===== config.mk =====
export PLATFORM = sky130hd
export DESIGN_NAME = pipelined_alu
export DESIGN_NICKNAME = d
export VERILOG_FILES = /design/src/rtl/alu_pkg.sv /design/src/rtl/alu_muldiv_iter.sv /design/src/rtl/pipelined_alu.sv
export SDC_FILE = /design/constraint.sdc
export NUM_CORES = 1
export LEC_CHECK = 0
export CORE_UTILIZATION = 35
export CTS_CLUSTER_DIAMETER = 40
export DETAILED_ROUTE_END_ITERATION = 8
export SETUP_SLACK_MARGIN = 0.02
export SYNTH_ARGS = -nofsm -noshare
export SYNTH_HDL_FRONTEND = slang
export SYNTH_SLANG_ARGS = --single-unit

===== constraint.sdc =====
create_clock -name clk -period 6 [get_ports clk]
set_input_delay 1.5 -clock clk [delete_from_list [all_inputs] [get_ports clk]]
set_output_delay 1.5 -clock clk [all_outputs]
set_load 0.02 [all_outputs]

===== src/rtl/alu_pkg.sv =====
// Shared definitions for the pipelined ALU: mode codes, FSM states, flag bundle.
package alu_pkg;

  localparam int unsigned MODE_W = 4;

  localparam logic [MODE_W-1:0] ALU_ADD   = 4'h0;
  localparam logic [MODE_W-1:0] ALU_SUB   = 4'h1;
  localparam logic [MODE_W-1:0] ALU_AND   = 4'h2;
  localparam logic [MODE_W-1:0] ALU_OR    = 4'h3;
  localparam logic [MODE_W-1:0] ALU_XOR   = 4'h4;
  localparam logic [MODE_W-1:0] ALU_NOTA  = 4'h5;
  localparam logic [MODE_W-1:0] ALU_SLA   = 4'h6;
  localparam logic [MODE_W-1:0] ALU_SLL   = 4'h7;
  localparam logic [MODE_W-1:0] ALU_SRA   = 4'h8;
  localparam logic [MODE_W-1:0] ALU_SRL   = 4'h9;
  localparam logic [MODE_W-1:0] ALU_ADDSH = 4'hA;
  localparam logic [MODE_W-1:0] ALU_MUL   = 4'hB;
  localparam logic [MODE_W-1:0] ALU_DIVU  = 4'hC;
  localparam logic [MODE_W-1:0] ALU_REMU  = 4'hD;

  typedef enum logic [1:0] {
    ST_IDLE = 2'd0,
    ST_MUL  = 2'd1,
    ST_DIV  = 2'd2
  } alu_state_e;

  typedef struct packed {
    logic zero;
    logic neg;
    logic carry;
    logic ovf;
    logic dbz;
    logic illegal;
  } alu_flags_t;

  function automatic logic is_divide(input logic [MODE_W-1:0] m);
    return (m == ALU_DIVU) || (m == ALU_REMU);
  endfunction

endpackage


===== src/rtl/alu_muldiv_iter.sv =====
// Iterative datapath: shift-add signed multiply (magnitudes, sign fixed at the end)
// and restoring unsigned divide/remainder, one bit per clock for WIDTH clocks.
module alu_muldiv_iter #(
  parameter int unsigned WIDTH = 32
) (
  input  logic             clk,
  input  logic             rst,
  input  logic             start,
  input  logic             is_mul,
  input  logic             want_rem,
  input  logic [WIDTH-1:0] a,
  input  logic [WIDTH-1:0] b,
  output logic             done_c,
  output logic [WIDTH-1:0] result_c
);

  localparam int unsigned CNT_W = $clog2(WIDTH);

  logic             busy;
  logic             mul_q;
  logic             rem_q;
  logic             neg_q;
  logic [CNT_W-1:0] count_q;
  // acc: product accumulator or partial remainder; x: multiplicand or dividend/quotient; y: multiplier or divisor
  logic [WIDTH-1:0] acc_q, x_q, y_q;
  logic [WIDTH-1:0] acc_n, x_n;
  logic [WIDTH:0]   shifted, trial;
  logic             qbit;

  // One iteration step for the current mode
  always_comb begin
    shifted = {acc_q, x_q[WIDTH-1]};
    trial   = shifted - {1'b0, y_q};
    qbit    = ~trial[WIDTH];
    if (mul_q) begin
      acc_n = y_q[0] ? (acc_q + x_q) : acc_q;
      x_n   = x_q << 1;
    end else begin
      acc_n = qbit ? trial[WIDTH-1:0] : shifted[WIDTH-1:0];
      x_n   = {x_q[WIDTH-2:0], qbit};
    end
  end

  assign done_c   = busy && (count_q == CNT_W'(WIDTH - 1));
  assign result_c = mul_q ? (neg_q ? -acc_n : acc_n) : (rem_q ? acc_n : x_n);

  always_ff @(posedge clk or posedge rst) begin
    if (rst) begin
      busy    <= 1'b0;
      mul_q   <= 1'b0;
      rem_q   <= 1'b0;
      neg_q   <= 1'b0;
      count_q <= '0;
      acc_q   <= '0;
      x_q     <= '0;
      y_q     <= '0;
    end else if (start) begin
      busy    <= 1'b1;
      mul_q   <= is_mul;
      rem_q   <= want_rem;
      neg_q   <= a[WIDTH-1] ^ b[WIDTH-1];
      count_q <= '0;
      acc_q   <= '0;
      x_q     <= (is_mul && a[WIDTH-1]) ? -a : a;
      y_q     <= (is_mul && b[WIDTH-1]) ? -b : b;
    end else if (busy) begin
      acc_q   <= acc_n;
      x_q     <= x_n;
      if (mul_q) y_q <= y_q >> 1;
      count_q <= count_q + CNT_W'(1);
      if (done_c) busy <= 1'b0;
    end
  end

endmodule


===== src/rtl/pipelined_alu.sv =====
// Handshaked EX-stage ALU: single-cycle ops plus iterative MUL/DIVU/REMU,
// with a held output register under out_valid/out_ready.
module pipelined_alu
  import alu_pkg::*;
#(
  parameter int unsigned WIDTH = 32,
  parameter int unsigned SHW   = $clog2(WIDTH)
) (
  input  logic             clk,
  input  logic             rst,
  input  logic             in_valid,
  output logic             in_ready,
  input  logic [3:0]       mode,
  input  logic [WIDTH-1:0] op_a,
  input  logic [WIDTH-1:0] op_b,
  output logic             out_valid,
  input  logic             out_ready,
  output logic [WIDTH-1:0] result,
  output logic             zero,
  output logic             neg,
  output logic             carry,
  output logic             ovf,
  output logic             dbz,
  output logic             illegal
);

  alu_state_e       state, state_n;
  alu_flags_t       flags_q, flags_n, sc_flags;
  logic [WIDTH-1:0] add_b, sc_res, res_n, iter_res;
  logic [WIDTH:0]   sum, diff;
  logic [SHW-1:0]   shamt;
  logic             accept, dbz_c, launch, load, start, iter_done;

  assign in_ready = (state == ST_IDLE) && (!out_valid || out_ready);
  assign accept   = in_valid && in_ready;
  assign dbz_c    = is_divide(mode) && (op_b == '0);
  assign launch   = accept && ((mode == ALU_MUL) || (is_divide(mode) && !dbz_c));

  assign shamt = op_b[SHW-1:0];
  assign add_b = (mode == ALU_ADDSH) ? (op_b << 2) : op_b;
  assign sum   = {1'b0, op_a} + {1'b0, add_b};
  assign diff  = {1'b0, op_a} - {1'b0, op_b};

  // Single-cycle results, including the divide-by-zero and illegal shortcuts
  always_comb begin
    sc_res   = '0;
    sc_flags = '0;
    case (mode)
      ALU_ADD, ALU_ADDSH: begin
        sc_res         = sum[WIDTH-1:0];
        sc_flags.carry = sum[WIDTH];
        sc_flags.ovf   = (op_a[WIDTH-1] == add_b[WIDTH-1]) && (sum[WIDTH-1] != op_a[WIDTH-1]);
      end
      ALU_SUB: begin
        sc_res         = diff[WIDTH-1:0];
        sc_flags.carry = ~diff[WIDTH];
        sc_flags.ovf   = (op_a[WIDTH-1] != op_b[WIDTH-1]) && (diff[WIDTH-1] != op_a[WIDTH-1]);
      end
      ALU_AND:          sc_res = op_a & op_b;
      ALU_OR:           sc_res = op_a | op_b;
      ALU_XOR:          sc_res = op_a ^ op_b;
      ALU_NOTA:         sc_res = ~op_a;
      ALU_SLA, ALU_SLL: sc_res = op_a << shamt;
      ALU_SRA:          sc_res = $unsigned($signed(op_a) >>> shamt);
      ALU_SRL:          sc_res = op_a >> shamt;
      ALU_MUL:          sc_res = '0;
      ALU_DIVU: begin
        sc_res       = '1;
        sc_flags.dbz = 1'b1;
      end
      ALU_REMU: begin
        sc_res       = op_a;
        sc_flags.dbz = 1'b1;
      end
      default:          sc_flags.illegal = 1'b1;
    endcase
  end

  // Next-state and output-load decode
  always_comb begin
    state_n = state;
    load    = 1'b0;
    start   = 1'b0;
    res_n   = sc_res;
    flags_n = sc_flags;
    case (state)
      ST_IDLE: begin
        if (accept) begin
          if (launch) begin
            start   = 1'b1;
            state_n = (mode == ALU_MUL) ? ST_MUL : ST_DIV;
          end else begin
            load = 1'b1;
          end
        end
      end
      ST_MUL, ST_DIV: begin
        if (iter_done) begin
          load    = 1'b1;
          res_n   = iter_res;
          flags_n = '0;
          state_n = ST_IDLE;
        end
      end
      default: state_n = ST_IDLE;
    endcase
    flags_n.zero = (res_n == '0);
    flags_n.neg  = res_n[WIDTH-1];
  end

  always_ff @(posedge clk or posedge rst) begin
    if (rst) state <= ST_IDLE;
    else     state <= state_n;
  end

  // Output register: loads on completion, otherwise holds until consumed
  always_ff @(posedge clk or posedge rst) begin
    if (rst) begin
      out_valid <= 1'b0;
      result    <= '0;
      flags_q   <= '0;
    end else if (load) begin
      out_valid <= 1'b1;
      result    <= res_n;
      flags_q   <= flags_n;
    end else if (out_ready) begin
      out_valid <= 1'b0;
    end
  end

  assign zero    = flags_q.zero;
  assign neg     = flags_q.neg;
  assign carry   = flags_q.carry;
  assign ovf     = flags_q.ovf;
  assign dbz     = flags_q.dbz;
  assign illegal = flags_q.illegal;

  alu_muldiv_iter #(.WIDTH(WIDTH)) u_iter (
    .clk      (clk),
    .rst      (rst),
    .start    (start),
    .is_mul   (mode == ALU_MUL),
    .want_rem (mode == ALU_REMU),
    .a        (op_a),
    .b        (op_b),
    .done_c   (iter_done),
    .result_c (iter_res)
  );

endmodule

==> reports/qor.csv <==
stage,metric,value,unit
worst_setup_path,critPathCaptureType,flip-flop,
timing,period_share,97.1,%
finish,final_cell_mix,"buf_4, nand2_1, nor2_1",
worst_setup_path,crit_chain,"buf_4, inv_1, buf_4, ha_1, nand4_1, nor4_1, buf_4, nand3_2, or4_4, a21oi_1, buf_4, nand3_1, a21o_2, nor4_4, and4_1, nand4_1, nor4_2, buf_4, nand4_1, nor4_2, a32o_1",
worst_setup_path,slowest_stage,or4_4,
logic_synthesis,synth_cell_types,98,
power,p_total,14.8,mW
routing,drtIter0Drc,3719,
hold_path,hp-class,reg -> reg,
power,pwr-share-clk,7.4,%
logic_synthesis,synth_area_per_cell,7.26,um2
floorplanning,row_count,95,
power,internal-power,6.68,mW
timing,finClkSkew,0.0135,ns
finish,multi_input_area,19600,um2
clock_network,clkLatencyLatePin,0.45,ns
worst_setup_path,cp_data_required_time,6.38,ns
outcome,outcome,finished clean,
timing,worst_slack,0.174,ns
clock_network,cts_tree,done,
flow_run,drv_cap,0,
power,seq_power_share,14.0,%
worst_setup_path,arrival,6.20,ns
placed_design,dpl_worst_slack,-1.23,ns
clock_network,cts_buffers,17,
clock_network,path_clk_slew,0.06,ns
logic_synthesis,synth_seq_cells,145,
timing,fmax,172,MHz
timing,fin_crit,5.83,ns
grt,grt_max_degree,76,
worst_setup_path,crit_type,in -> reg,
clock_network,htreeDepth,4,
routing,ant_nets,0,
finish,syn_to_final_growth,26.9,%
logic_synthesis,ys_warn_count,0,
grt,grt-ovfl-total,0,
logic_synthesis,synth-seq-area-share,15.0,%
power,comb_power_share,78.6,%
grt,grt_use_total,34.3,%
logic_synthesis,netlist_instances,3328,
finish,regArea,3640,um2
logic_synthesis,synth_flop_cell,dfrtp_1,
routing,drtPass1Iterations,6,
timing,tightest_slew,1.35,ns
grt,grt_pass1_vias,26900,
power,swShare,54.7,%
grt,grt_pass1_wl,179,mm
worst_setup_path,critPathMaxStageDelay,0.59,ns
power,leakage,13.2,nW
routing,wl,124,mm
floorplanning,core_area,67800,um2
finish,drive_above_1_share,20.2,%
routing,drc,0,
worst_setup_path,critPathLaunchType,primary input,
timing,setup_viol,0,
routing,vias,28700,
finish,insertedDiodeCount,0,
placed_design,place_inst,4579,
finish,final_cell_count_no_fill,4635,
logic_synthesis,synth-edff-count,0,
floorplanning,dieArea,70100,um2
logic_synthesis,synth_fp_nets,3603,
power,irDropWorstVdd,0.000335,V
power,p_switching,8.08,mW
placed_design,place_hpwl,98.9,mm
power,power.density,481,nW/um2
floorplanning,start_util,35.7,%
routing,avgViaCountPerCell,6.19,
timing,hold_viol_final,0,
timing,relSlewSlack,9.13,%
floorplanning,die_w,265,um
placed_design,port_buffers,111,
finish,final_common_cell,buf_4,
routing,routedWlPerCell,26.7,um
logic_synthesis,async_flop_share,100,%
finish,filler_cell_count,7034,
timing,setup-tns-final,0,ns
worst_setup_path,cp_max_fo,4,
worst_setup_path,path_common_cell,buf_4,
clock_network,cts_num_sinks,145,
grt,antenna_found_initial,3,
floorplanning,die_h,265,um
timing,report.final.slew_viol_count,0,
clock_network,cts_root_buf,clkbuf_16,
floorplanning,ios,112,
logic_synthesis,netlist_area,24200,um2
finish,nets,4024,
placed_design,place.gp.congestion,1.06,
clock_network,cts.path.max_buffers,2,
power groups by stage:
stage	Clock (mW)	Combinational [mW]	Sequential, mW
after floorplan	0	7.26	1.87
final	1.09	11.6	2.06
after CTS	1.10	11.1	2.02
after detailed placement	0	10.9	2.04
after global routing	1.13	12.5	2.10
after global placement	0	10.9	2.04
final timing paths:
check                                from              end  slack (ns)  cells past startpoint
setup / recovery                  op_b[0]             zero        0.17                     21
hold / removal                 result[15]       result[15]        0.47                      1
setup reg to reg           u_iter.y_q[21]             zero        0.19                     18
hold reg to reg                result[15]       result[15]        0.47                      1
max in group asynchronous             rst   u_iter.y_q[23]        3.41                      3
min in group asynchronous             rst  u_iter.acc_q[8]        1.53                      2
metal layers:
layer / global-route usage [%] / vias up / wire length (um) / share of wire (%)
met3: 5.43 / 309 / 11000 / 8.9
met5: 0 / - / 19 / 0.015
li1: - / 13100 / - / -
met2: 55.2 / 1542 / 56000 / 45
met4: 17.2 / 4 / 6830 / 5.5
met1: 44.4 / 13800 / 50000 / 40
kinds of logic after synthesis:
kind of cell / after synthesis / synth area share, %
simple gates: 1104 / 21.1
flops: 145 / 15.0
buf+inv: 397 / 6.42
mux: 199 / 11.0
compound gates: 1109 / 29.5
fa+ha+maj: 203 / 10.6
xor+xnor: 171 / 6.30
per-stage QoR:
stage,utilization (%),hold slack (ns),area (um2)
2_1_floorplan,-,0.466,24300
3_3_place_gp,43.2,0.460,29300
3_5_place_dp,43.2,0.466,29300
4_1_cts,44.7,0.480,30300
5_1_grt,45.3,0.494,30700
6_report,45.3,0.472,30700
critical path: cells and delay by family:
| kind | cells | cell delay, ns |
|---|---|---|
| AOI/OAI and AO/OA | 3 | 0.67 |
| adders and majority gates | 1 | 0.28 |
| and+or+nand+nor | 11 | 2.76 |
| buffers and inverters | 6 | 0.96 |
sequential cells by signal, indices dropped and copies added, names as in the netlist:
signal / cells
zero: 1
illegal: 1
u_iter.neg_q: 1
u_iter.mul_q: 1
u_iter.busy: 1
u_iter.acc_q: 32
u_iter.y_q: 32
carry: 1
u_iter.rem_q: 1
result: 32
u_iter.x_q: 32
state: 2
u_iter.count_q: 5
dbz: 1
out_valid: 1
ovf: 1
synthesized netlist by cell type, drive strengths merged, types with 14 or more instances:
cell type / count / share of area (%)
a22oi: 17 / 0.53
ha: 199 / 10
a31oi: 42 / 1.1
a311oi: 14 / 0.56
nor2: 352 / 5.5
o21a: 22 / 0.71
o31ai: 30 / 0.95
xnor2: 128 / 4.7
nand2: 352 / 5.5
or3: 36 / 0.93
a211oi: 59 / 1.9
o21ai: 292 / 6.0
and3: 28 / 0.72
xor2: 43 / 1.6
nand2b: 36 / 0.93
mux4: 51 / 4.8
inv: 165 / 2.6
nor3: 85 / 1.8
a221oi: 30 / 1.1
mux2: 27 / 1.3
and2: 16 / 0.41
a21o: 47 / 1.5
o221ai: 24 / 0.87
nand4: 29 / 0.75
o311ai: 17 / 0.62
nor2b: 34 / 0.88
o22ai: 36 / 0.93
o211ai: 40 / 1.3
clkbuf: 187 / 2.9
a21oi: 295 / 6.1
buf: 41 / 0.90
nor4: 30 / 0.80
nand3: 53 / 1.1
mux2i: 121 / 5.0
dfrtp: 145 / 15
cell type report:
type,count,share of cell area [%]
timing repair buffer,630,16.9
tap,873,3.56
sequential,145,11.9
clock inverter,11,0.379
multi-input combinational,2786,63.7
clock buffer,21,1.50
inverter,169,2.08
timing repair:
item,CTS,global route
hold buffers,0,0
gates resized for setup,56,69
setup buffers,9,14
cloned,1,1
pin swaps,30,31
setup endpoints to repair,10,11
Note: power is estimated with default switching activity, not from simulation.
